### src/rtl/trap_ctrl_if.sv
// Trap controller bus: core events in, pipeline control and CSR/fetch strobes out.
// master = core/CSR/fetch side, slave = trap_ctrl.
interface trap_ctrl_if;
    logic        exc_valid_i;
    logic [3:0]  exc_cause_i;
    logic [31:0] exc_pc_i;
    logic        irq_i;
    logic        mie_i;
    logic [31:0] next_pc_i;
    logic        mret_i;
    logic [31:0] epc_i;
    logic        drain_done_i;
    logic        stall_o;
    logic        flush_o;
    logic        save_epc_o;
    logic [31:0] epc_pc_o;
    logic        restore_o;
    logic        redirect_o;
    logic [31:0] redirect_pc_o;
    logic [31:0] mcause_o;
    logic        drain_timeout_o;

    modport master (
        output exc_valid_i, exc_cause_i, exc_pc_i, irq_i, mie_i,
        output next_pc_i, mret_i, epc_i, drain_done_i,
        input  stall_o, flush_o, save_epc_o, epc_pc_o, restore_o,
        input  redirect_o, redirect_pc_o, mcause_o, drain_timeout_o
    );

    modport slave (
        input  exc_valid_i, exc_cause_i, exc_pc_i, irq_i, mie_i,
        input  next_pc_i, mret_i, epc_i, drain_done_i,
        output stall_o, flush_o, save_epc_o, epc_pc_o, restore_o,
        output redirect_o, redirect_pc_o, mcause_o, drain_timeout_o
    );
endinterface

### src/rtl/trap_ctrl.sv
// Machine-mode trap sequencer: accept exception/IRQ/MRET, drain, save EPC, redirect.
// Ports: clk, rst (sync, active-high), bus (trap_ctrl_if.slave).
module trap_ctrl #(
    parameter logic [31:0] MTVEC     = 32'h0000_0100,
    parameter int          DRAIN_MAX = 15,
    parameter int          IRQ_CODE  = 11
) (
    input logic        clk,
    input logic        rst,
    trap_ctrl_if.slave bus
);
    localparam logic [3:0]  LP_DMAX  = 4'(DRAIN_MAX);
    localparam logic [4:0]  LP_IRQ   = 5'(IRQ_CODE);
    localparam logic [31:0] LP_ALIGN = 32'hFFFF_FFFC;

    typedef enum logic [2:0] {
        S_IDLE,
        S_DRAIN,
        S_SAVE,
        S_JUMP,
        S_RET
    } state_t;

    state_t      r_state;
    state_t      w_next;
    logic [3:0]  r_cnt;
    logic [31:0] r_pc;
    logic [31:0] r_epc_pc;
    logic [31:0] r_rpc;
    logic [31:0] r_cause;
    logic        r_tmo;

    logic        w_irq_take;
    logic [3:0]  w_cnt_inc;
    logic        w_tmo_hit;
    logic        w_drain_exit;

    assign w_irq_take   = bus.irq_i & bus.mie_i;
    assign w_cnt_inc    = r_cnt + 4'd1;
    assign w_tmo_hit    = (w_cnt_inc == LP_DMAX);
    assign w_drain_exit = bus.drain_done_i | w_tmo_hit;

    always_comb begin
        w_next = r_state;
        unique case (r_state)
            S_IDLE: begin
                if (bus.exc_valid_i)  w_next = S_DRAIN;
                else if (bus.mret_i)  w_next = S_RET;
                else if (w_irq_take)  w_next = S_DRAIN;
            end
            S_DRAIN: if (w_drain_exit) w_next = S_SAVE;
            S_SAVE:  w_next = S_JUMP;
            S_JUMP:  w_next = S_IDLE;
            S_RET:   w_next = S_IDLE;
            default: w_next = S_IDLE;
        endcase
    end

    always_ff @(posedge clk) begin
        if (rst) begin
            r_state  <= S_IDLE;
            r_cnt    <= 4'd0;
            r_pc     <= 32'd0;
            r_epc_pc <= 32'd0;
            r_rpc    <= 32'd0;
            r_cause  <= 32'd0;
            r_tmo    <= 1'b0;
        end else begin
            r_state <= w_next;
            unique case (r_state)
                S_IDLE: begin
                    if (bus.exc_valid_i) begin
                        r_pc    <= bus.exc_pc_i;
                        r_cause <= {28'h0, bus.exc_cause_i};
                    end else if (bus.mret_i) begin
                        r_rpc <= bus.epc_i & LP_ALIGN;
                    end else if (w_irq_take) begin
                        r_pc    <= bus.next_pc_i;
                        r_cause <= {1'b1, 26'h0, LP_IRQ};
                    end
                end
                S_DRAIN: begin
                    if (w_drain_exit) begin
                        r_cnt    <= 4'd0;
                        r_epc_pc <= r_pc;
                        // done wins over a coincident timeout
                        if (!bus.drain_done_i) r_tmo <= 1'b1;
                    end else begin
                        r_cnt <= w_cnt_inc;
                    end
                end
                S_SAVE:  r_rpc <= MTVEC & LP_ALIGN;
                default: ;
            endcase
        end
    end

    // strobes come from state only; flush marks the first drain cycle
    assign bus.stall_o         = (r_state != S_IDLE);
    assign bus.flush_o         = (r_state == S_DRAIN) && (r_cnt == 4'd0);
    assign bus.save_epc_o      = (r_state == S_SAVE);
    assign bus.redirect_o      = (r_state == S_JUMP) || (r_state == S_RET);
    assign bus.restore_o       = (r_state == S_RET);
    assign bus.epc_pc_o        = r_epc_pc;
    assign bus.redirect_pc_o   = r_rpc;
    assign bus.mcause_o        = r_cause;
    assign bus.drain_timeout_o = r_tmo;
endmodule

### src/flat_wrapper.sv
// flat-port wrapper written by rule: the top's interface ports become plain ports
module trap_ctrl_flat 
#(
    parameter logic [31:0] MTVEC     = 32'h0000_0100,
    parameter int          DRAIN_MAX = 15,
    parameter int          IRQ_CODE  = 11
)
  (clk, rst, bus_exc_valid_i, bus_exc_cause_i, bus_exc_pc_i, bus_irq_i, bus_mie_i, bus_next_pc_i, bus_mret_i, bus_epc_i, bus_drain_done_i, bus_stall_o, bus_flush_o, bus_save_epc_o, bus_epc_pc_o, bus_restore_o, bus_redirect_o, bus_redirect_pc_o, bus_mcause_o, bus_drain_timeout_o);
  trap_ctrl_if bus_i ();
  input logic clk;
  input logic rst;
  input wire logic [$bits(bus_i.exc_valid_i)-1:0] bus_exc_valid_i;
  input wire logic [$bits(bus_i.exc_cause_i)-1:0] bus_exc_cause_i;
  input wire logic [$bits(bus_i.exc_pc_i)-1:0] bus_exc_pc_i;
  input wire logic [$bits(bus_i.irq_i)-1:0] bus_irq_i;
  input wire logic [$bits(bus_i.mie_i)-1:0] bus_mie_i;
  input wire logic [$bits(bus_i.next_pc_i)-1:0] bus_next_pc_i;
  input wire logic [$bits(bus_i.mret_i)-1:0] bus_mret_i;
  input wire logic [$bits(bus_i.epc_i)-1:0] bus_epc_i;
  input wire logic [$bits(bus_i.drain_done_i)-1:0] bus_drain_done_i;
  output wire logic [$bits(bus_i.stall_o)-1:0] bus_stall_o;
  output wire logic [$bits(bus_i.flush_o)-1:0] bus_flush_o;
  output wire logic [$bits(bus_i.save_epc_o)-1:0] bus_save_epc_o;
  output wire logic [$bits(bus_i.epc_pc_o)-1:0] bus_epc_pc_o;
  output wire logic [$bits(bus_i.restore_o)-1:0] bus_restore_o;
  output wire logic [$bits(bus_i.redirect_o)-1:0] bus_redirect_o;
  output wire logic [$bits(bus_i.redirect_pc_o)-1:0] bus_redirect_pc_o;
  output wire logic [$bits(bus_i.mcause_o)-1:0] bus_mcause_o;
  output wire logic [$bits(bus_i.drain_timeout_o)-1:0] bus_drain_timeout_o;
  assign bus_i.exc_valid_i = bus_exc_valid_i;
  assign bus_i.exc_cause_i = bus_exc_cause_i;
  assign bus_i.exc_pc_i = bus_exc_pc_i;
  assign bus_i.irq_i = bus_irq_i;
  assign bus_i.mie_i = bus_mie_i;
  assign bus_i.next_pc_i = bus_next_pc_i;
  assign bus_i.mret_i = bus_mret_i;
  assign bus_i.epc_i = bus_epc_i;
  assign bus_i.drain_done_i = bus_drain_done_i;
  assign bus_stall_o = bus_i.stall_o;
  assign bus_flush_o = bus_i.flush_o;
  assign bus_save_epc_o = bus_i.save_epc_o;
  assign bus_epc_pc_o = bus_i.epc_pc_o;
  assign bus_restore_o = bus_i.restore_o;
  assign bus_redirect_o = bus_i.redirect_o;
  assign bus_redirect_pc_o = bus_i.redirect_pc_o;
  assign bus_mcause_o = bus_i.mcause_o;
  assign bus_drain_timeout_o = bus_i.drain_timeout_o;
  trap_ctrl #(.MTVEC(MTVEC), .DRAIN_MAX(DRAIN_MAX), .IRQ_CODE(IRQ_CODE)) u_core (.clk(clk), .rst(rst), .bus(bus_i));
endmodule
### config.mk
export PLATFORM = sky130hd
export DESIGN_NAME = trap_ctrl_flat
export DESIGN_NICKNAME = d
export VERILOG_FILES = /design/src/rtl/trap_ctrl_if.sv /design/src/rtl/trap_ctrl.sv /design/src/flat_wrapper.sv
export SDC_FILE = /design/constraint.sdc
export NUM_CORES = 1
export LEC_CHECK = 0
export BUFFER_PORTS_ARGS = -buffer_cell sky130_fd_sc_hd__buf_2
export CAP_MARGIN = 20
export CORE_UTILIZATION = 42
export CTS_CLUSTER_DIAMETER = 40
export CTS_CLUSTER_SIZE = 30
export DETAILED_ROUTE_END_ITERATION = 7
export GPL_TIMING_DRIVEN = 0
export PLACE_DENSITY_LB_ADDON = 0.1
export SLEW_MARGIN = 10
export SYNTH_ARGS = -nofsm -noshare
export SYNTH_HDL_FRONTEND = slang
export SYNTH_SLANG_ARGS = --single-unit
### constraint.sdc
create_clock -name clk -period 1.8 [get_ports clk]
set_input_delay 0.09 -clock clk [delete_from_list [all_inputs] [get_ports clk]]
set_output_delay 0.09 -clock clk [all_outputs]
set_load 0.02 [all_outputs]
==> impl_summary.log <==
[metrics] result of the run: finished with violations
[metrics] violated checks: negative setup slack
[metrics] Worst setup SP type: flip-flop
[metrics] GRT overflow: 0
[metrics] via count of the first global-routing pass: 4144
[metrics] # setup viols final: 26
[metrics] Bufs and invs on worst path: 3
[metrics] area share of the largest cell type after synthesis: 46.51%
[metrics] highest cell delay on the worst timing path: 0.38 ns
[metrics] I/O pin count: 209
[metrics] fin nets: 890
[metrics] post-layout instance count excluding filler cells: 921
[metrics] setup slack of the critical path after layout: -0.04197 ns
[metrics] pin count of the biggest net entering global routing: 18
[metrics] leakage power of the design: 3.002 nW
[metrics] count of input and output buffers: 175
[metrics] vias post-DR: between 4000 and 5000
[metrics] cells traversed along the worst timing path: ha_4 > nor2b_4 > a21o_1 > a311oi_4 > buf_6 > buf_4 > buf_4 > nor3_1 > o21a_1
[metrics] crit path time final: about 1.8 ns
[metrics] warnings from Yosys: 0
[metrics] CTS root buffer: sky130_fd_sc_hd__clkbuf_8
[metrics] Worst R2R Path Depth: 9
[metrics] Setup crit end kind: flip-flop
[metrics] required time reported for the critical path endpoint: 2.06 ns
[metrics] Row Count: 37
[metrics] total global routing track utilization: 21.39%
[metrics] most frequent CP cell: sky130_fd_sc_hd__buf_4
[metrics] first-pass detailed-route iteration total: 6
[metrics] wire length of the first global-routing pass: 19310 um
[metrics] initial antenna violation count: 0
[metrics] worst min-delay path class: in -> reg
[metrics] die height: 106.7 um
[metrics] ANT cells: 0
[metrics] Worst setup startpoint: u_core.r_cnt[0]$_SDFFE_PP0P_
[metrics] Register-to-Register Setup Slack: -0.04 ns
[metrics] via/cell ratio: 4.763
[metrics] count of flip-flops with a built-in enable after synthesis: 0
[metrics] Initial Util: 44.02%
[metrics] Slew Viols, Final: 0
[metrics] Seq/Total Area, Yosys: 46.51%
[metrics] maximum fanout count along the critical path: 5
[metrics] per-instance average area after synthesis: 8.823 um2
[metrics] cells taking the most area after synthesis: sky130_fd_sc_hd__dfxtp_1 (47%), sky130_fd_sc_hd__mux2i_1 (14%), sky130_fd_sc_hd__nand2_1 (9.6%)
[metrics] share of post-route cells with drive strength above 1: 34.01%
[metrics] top cells by instance count after synthesis: sky130_fd_sc_hd__nand2_1 (118), sky130_fd_sc_hd__dfxtp_1 (107), sky130_fd_sc_hd__mux2i_1 (64)
[metrics] synthesized instance count: 522
[metrics] Num CTS Buffers: 9
[metrics] main flop type after synthesis: sky130_fd_sc_hd__dfxtp_1
[metrics] placer congestion estimate: 0.7799
[metrics] Worst VDD drop: 0.5402 mV
[metrics] kind of critical path: reg -> reg
[metrics] insertion delay of the later-clocked pin in the worst-skew pair: 0.36 ns
[metrics] worst clock skew: 0.01149 ns
[metrics] flop and latch count out of synthesis: 107
[metrics] Top delay family on crit path: compound AO/OA/AOI/OAI gates
[metrics] Arrival @ worst endpoint: roughly 2.1 ns
[metrics] detailed-route wire length: 12320 um
[metrics] end of the worst register-to-register path: u_core.bus.drain_timeout_o$_SDFFE_PP0P_
[metrics] TritonCTS clock tree: built
[metrics] Iter 0 DRT Violations: 162
[metrics] MaxCap Viol Count: 0
[metrics] smallest hold slack: 0.01526 ns
[metrics] Fmax: 542.9 MHz
[metrics] share of flip-flops with an asynchronous set or reset: 0%
[metrics] Max Buffers Root-to-Sink: 2
[metrics] Relative slew margins: 49.19%
[metrics] unrepaired setup endpoints after global routing: yes
[metrics] cell type contributing the most total cell area after synthesis: sky130_fd_sc_hd__dfxtp_1
[metrics] Cells after DPL: 861
[metrics] final hold violation count: 0
[metrics] sink count of the clock tree: 107
[metrics] area of the die: around 11000 um2
[metrics] H-tree Lvls: 3
[metrics] Reg clk slew, reported paths: approximately 0.090 ns
[metrics] Cell Pwr Density: 816.3 nW/um2
[metrics] final worst-path cycle share: 102.3%
[metrics] final antenna-violating net count: 0
[metrics] termination of the worst setup path: u_core.bus.drain_timeout_o$_SDFFE_PP0P_
[metrics] dominant cell by count in the synthesized netlist: sky130_fd_sc_hd__nand2_1
[metrics] worst-margin pin slew: 0.7622 ns
[metrics] Crit-path slowest cell: sky130_fd_sc_hd__dfxtp_4
[metrics] floorplan die width: 106.7 um
[metrics] residual DRC count: 0
[metrics] area of the mapped netlist: 4606 um2
[metrics] Core Region: 10460 um2
[metrics] post-placement worst setup slack: -0.2996 ns
[metrics] fill count: 973
[metrics] Distinct cells, synth: 36
[metrics] HPWL Detailed: 8600 um
[metrics] number of logic stages on the critical path including buffering: 9
[metrics] Syn-to-layout area delta: 41.48%
[metrics] reg-to-reg critical path startpoint: u_core.r_cnt[0]$_SDFFE_PP0P_
[metrics] routed wire length per instance: 13.38 um
## cell usage in the layout, fill, tap and decap left out, types with 2 or more instances in the layout
cell                              n
sky130_fd_sc_hd__buf_12           3
sky130_fd_sc_hd__a21oi_1         35
sky130_fd_sc_hd__dfxtp_4          3
sky130_fd_sc_hd__nor2_1          38
sky130_fd_sc_hd__nand3_1         18
sky130_fd_sc_hd__nand2b_1         2
sky130_fd_sc_hd__buf_4           40
sky130_fd_sc_hd__mux2i_1         64
sky130_fd_sc_hd__nor3_1           4
sky130_fd_sc_hd__inv_1            3
sky130_fd_sc_hd__conb_1          29
sky130_fd_sc_hd__dfxtp_2          3
sky130_fd_sc_hd__buf_2          179
sky130_fd_sc_hd__dlygate4sd3_1   32
sky130_fd_sc_hd__clkbuf_8        10
sky130_fd_sc_hd__dfxtp_1        101
sky130_fd_sc_hd__buf_6            3
sky130_fd_sc_hd__o221a_2          3
sky130_fd_sc_hd__a211oi_1        32
sky130_fd_sc_hd__clkbuf_1        26
sky130_fd_sc_hd__nand2_1        118
sky130_fd_sc_hd__ha_4             2
sky130_fd_sc_hd__o21ai_0          2
sky130_fd_sc_hd__and2_1           4
sky130_fd_sc_hd__clkinvlp_4       2
## layout make-up
class / instances / area (um2) / share of cell area (%)
plain buffers: 64 / 402.9 / 6.183
clock buffers: 11 / 141.4 / 2.170
clock inverters: 5 / 37.54 / 0.5760
inverters: 5 / 18.77 / 0.2880
multi-input cells: 372 / 2241 / 34.39
flip-flops and latches: 107 / 2157 / 33.10
well taps: 136 / 170.2 / 2.611
repair buffers: 221 / 1348 / 20.68
## per-layer routing
layer	global-route usage, %	vias up	routed length (um)
li1	-	2221	-
met1	25.39	1992	5170
met2	38.20	153	6213
met3	3.830	21	669
met4	8.023	0	267
met5	0	-	0
## stage by stage
step	setup TNS [ns]	total power, mW	utilization [%]	area (um2)
global placement	-9.233	3.827	55.08	5763
detailed placement	-11.76	3.855	55.08	5763
CTS	-0.1748	5.316	61.77	6462
floorplan	0	3.482	-	4717
finish	-0.3541	5.319	62.28	6516
global route	-2.015	5.594	62.28	6516
## cells by family (layout without fill, tap and decap cells)
| group | after synthesis | count (layout) | share of synthesized area (%) |
|---|---|---|---|
| other | 1 | 29 | 0.08142 |
| buffers and inverters | 71 | 306 | 8.829 |
| adder cells (fa/ha/maj) | 3 | 3 | 0.8151 |
| flip-flops | 107 | 107 | 46.51 |
| multiplexers | 64 | 64 | 13.91 |
| AND/OR/NAND/NOR | 195 | 195 | 17.90 |
| AO/OA/AOI/OAI | 81 | 81 | 11.95 |
## tightest hold or removal path, stage by stage
cell and delay, ns:
sky130_fd_sc_hd__buf_2 0.09, sky130_fd_sc_hd__nand3_1 0.07, sky130_fd_sc_hd__a21oi_1 0.07
## flip-flops by register name, indices dropped and copies added, names as in the netlist
name and flops:
u_core.bus.mcause_o 5, u_core.bus.redirect_pc_o 30, u_core.r_pc 32, u_core.r_state 3, u_core.r_cnt 4, u_core.bus.drain_timeout_o 1, u_core.bus.epc_pc_o 32
## power by group
| part | internal (mW) | leakage (nW) | switching, mW |
|---|---|---|---|
| Clock | 0.548 | 0.0859 | 0.809 |
| Sequential | 2.56 | 0.878 | 0.108 |
| Combinational | 0.574 | 2.04 | 0.721 |
| Total | 3.68 | 3.00 | 1.64 |
## repair_timing
action,in CTS,in global routing
hold buffers,32,0
endpoints found under the hold margin,32,0
endpoints found under the setup margin,86,92
pin swaps,5,4
cloned,1,0
setup buffers,9,5
gates resized for setup,29,6
## how the worst min path moves through the flow
stage,start,to,slack (ns),cells after the start
6_report,bus_exc_cause_i[2],u_core.bus.mcause_o[2]$_SDFFE_PP0P_,0.02,3
5_1_grt,bus_exc_cause_i[2],u_core.bus.mcause_o[2]$_SDFFE_PP0P_,0.01,3
3_5_place_dp,bus_epc_i[21],u_core.bus.redirect_pc_o[21]$_SDFFE_PP0P_,0.34,3
2_1_floorplan,bus_epc_i[13],u_core.bus.redirect_pc_o[13]$_SDFFE_PP0P_,0.23,2
4_1_cts,bus_exc_cause_i[1],u_core.bus.mcause_o[1]$_SDFFE_PP0P_,0.0006,2
3_3_place_gp,bus_epc_i[24],u_core.bus.redirect_pc_o[24]$_SDFFE_PP0P_,0.33,3
Power figures use the tool's default switching activity.
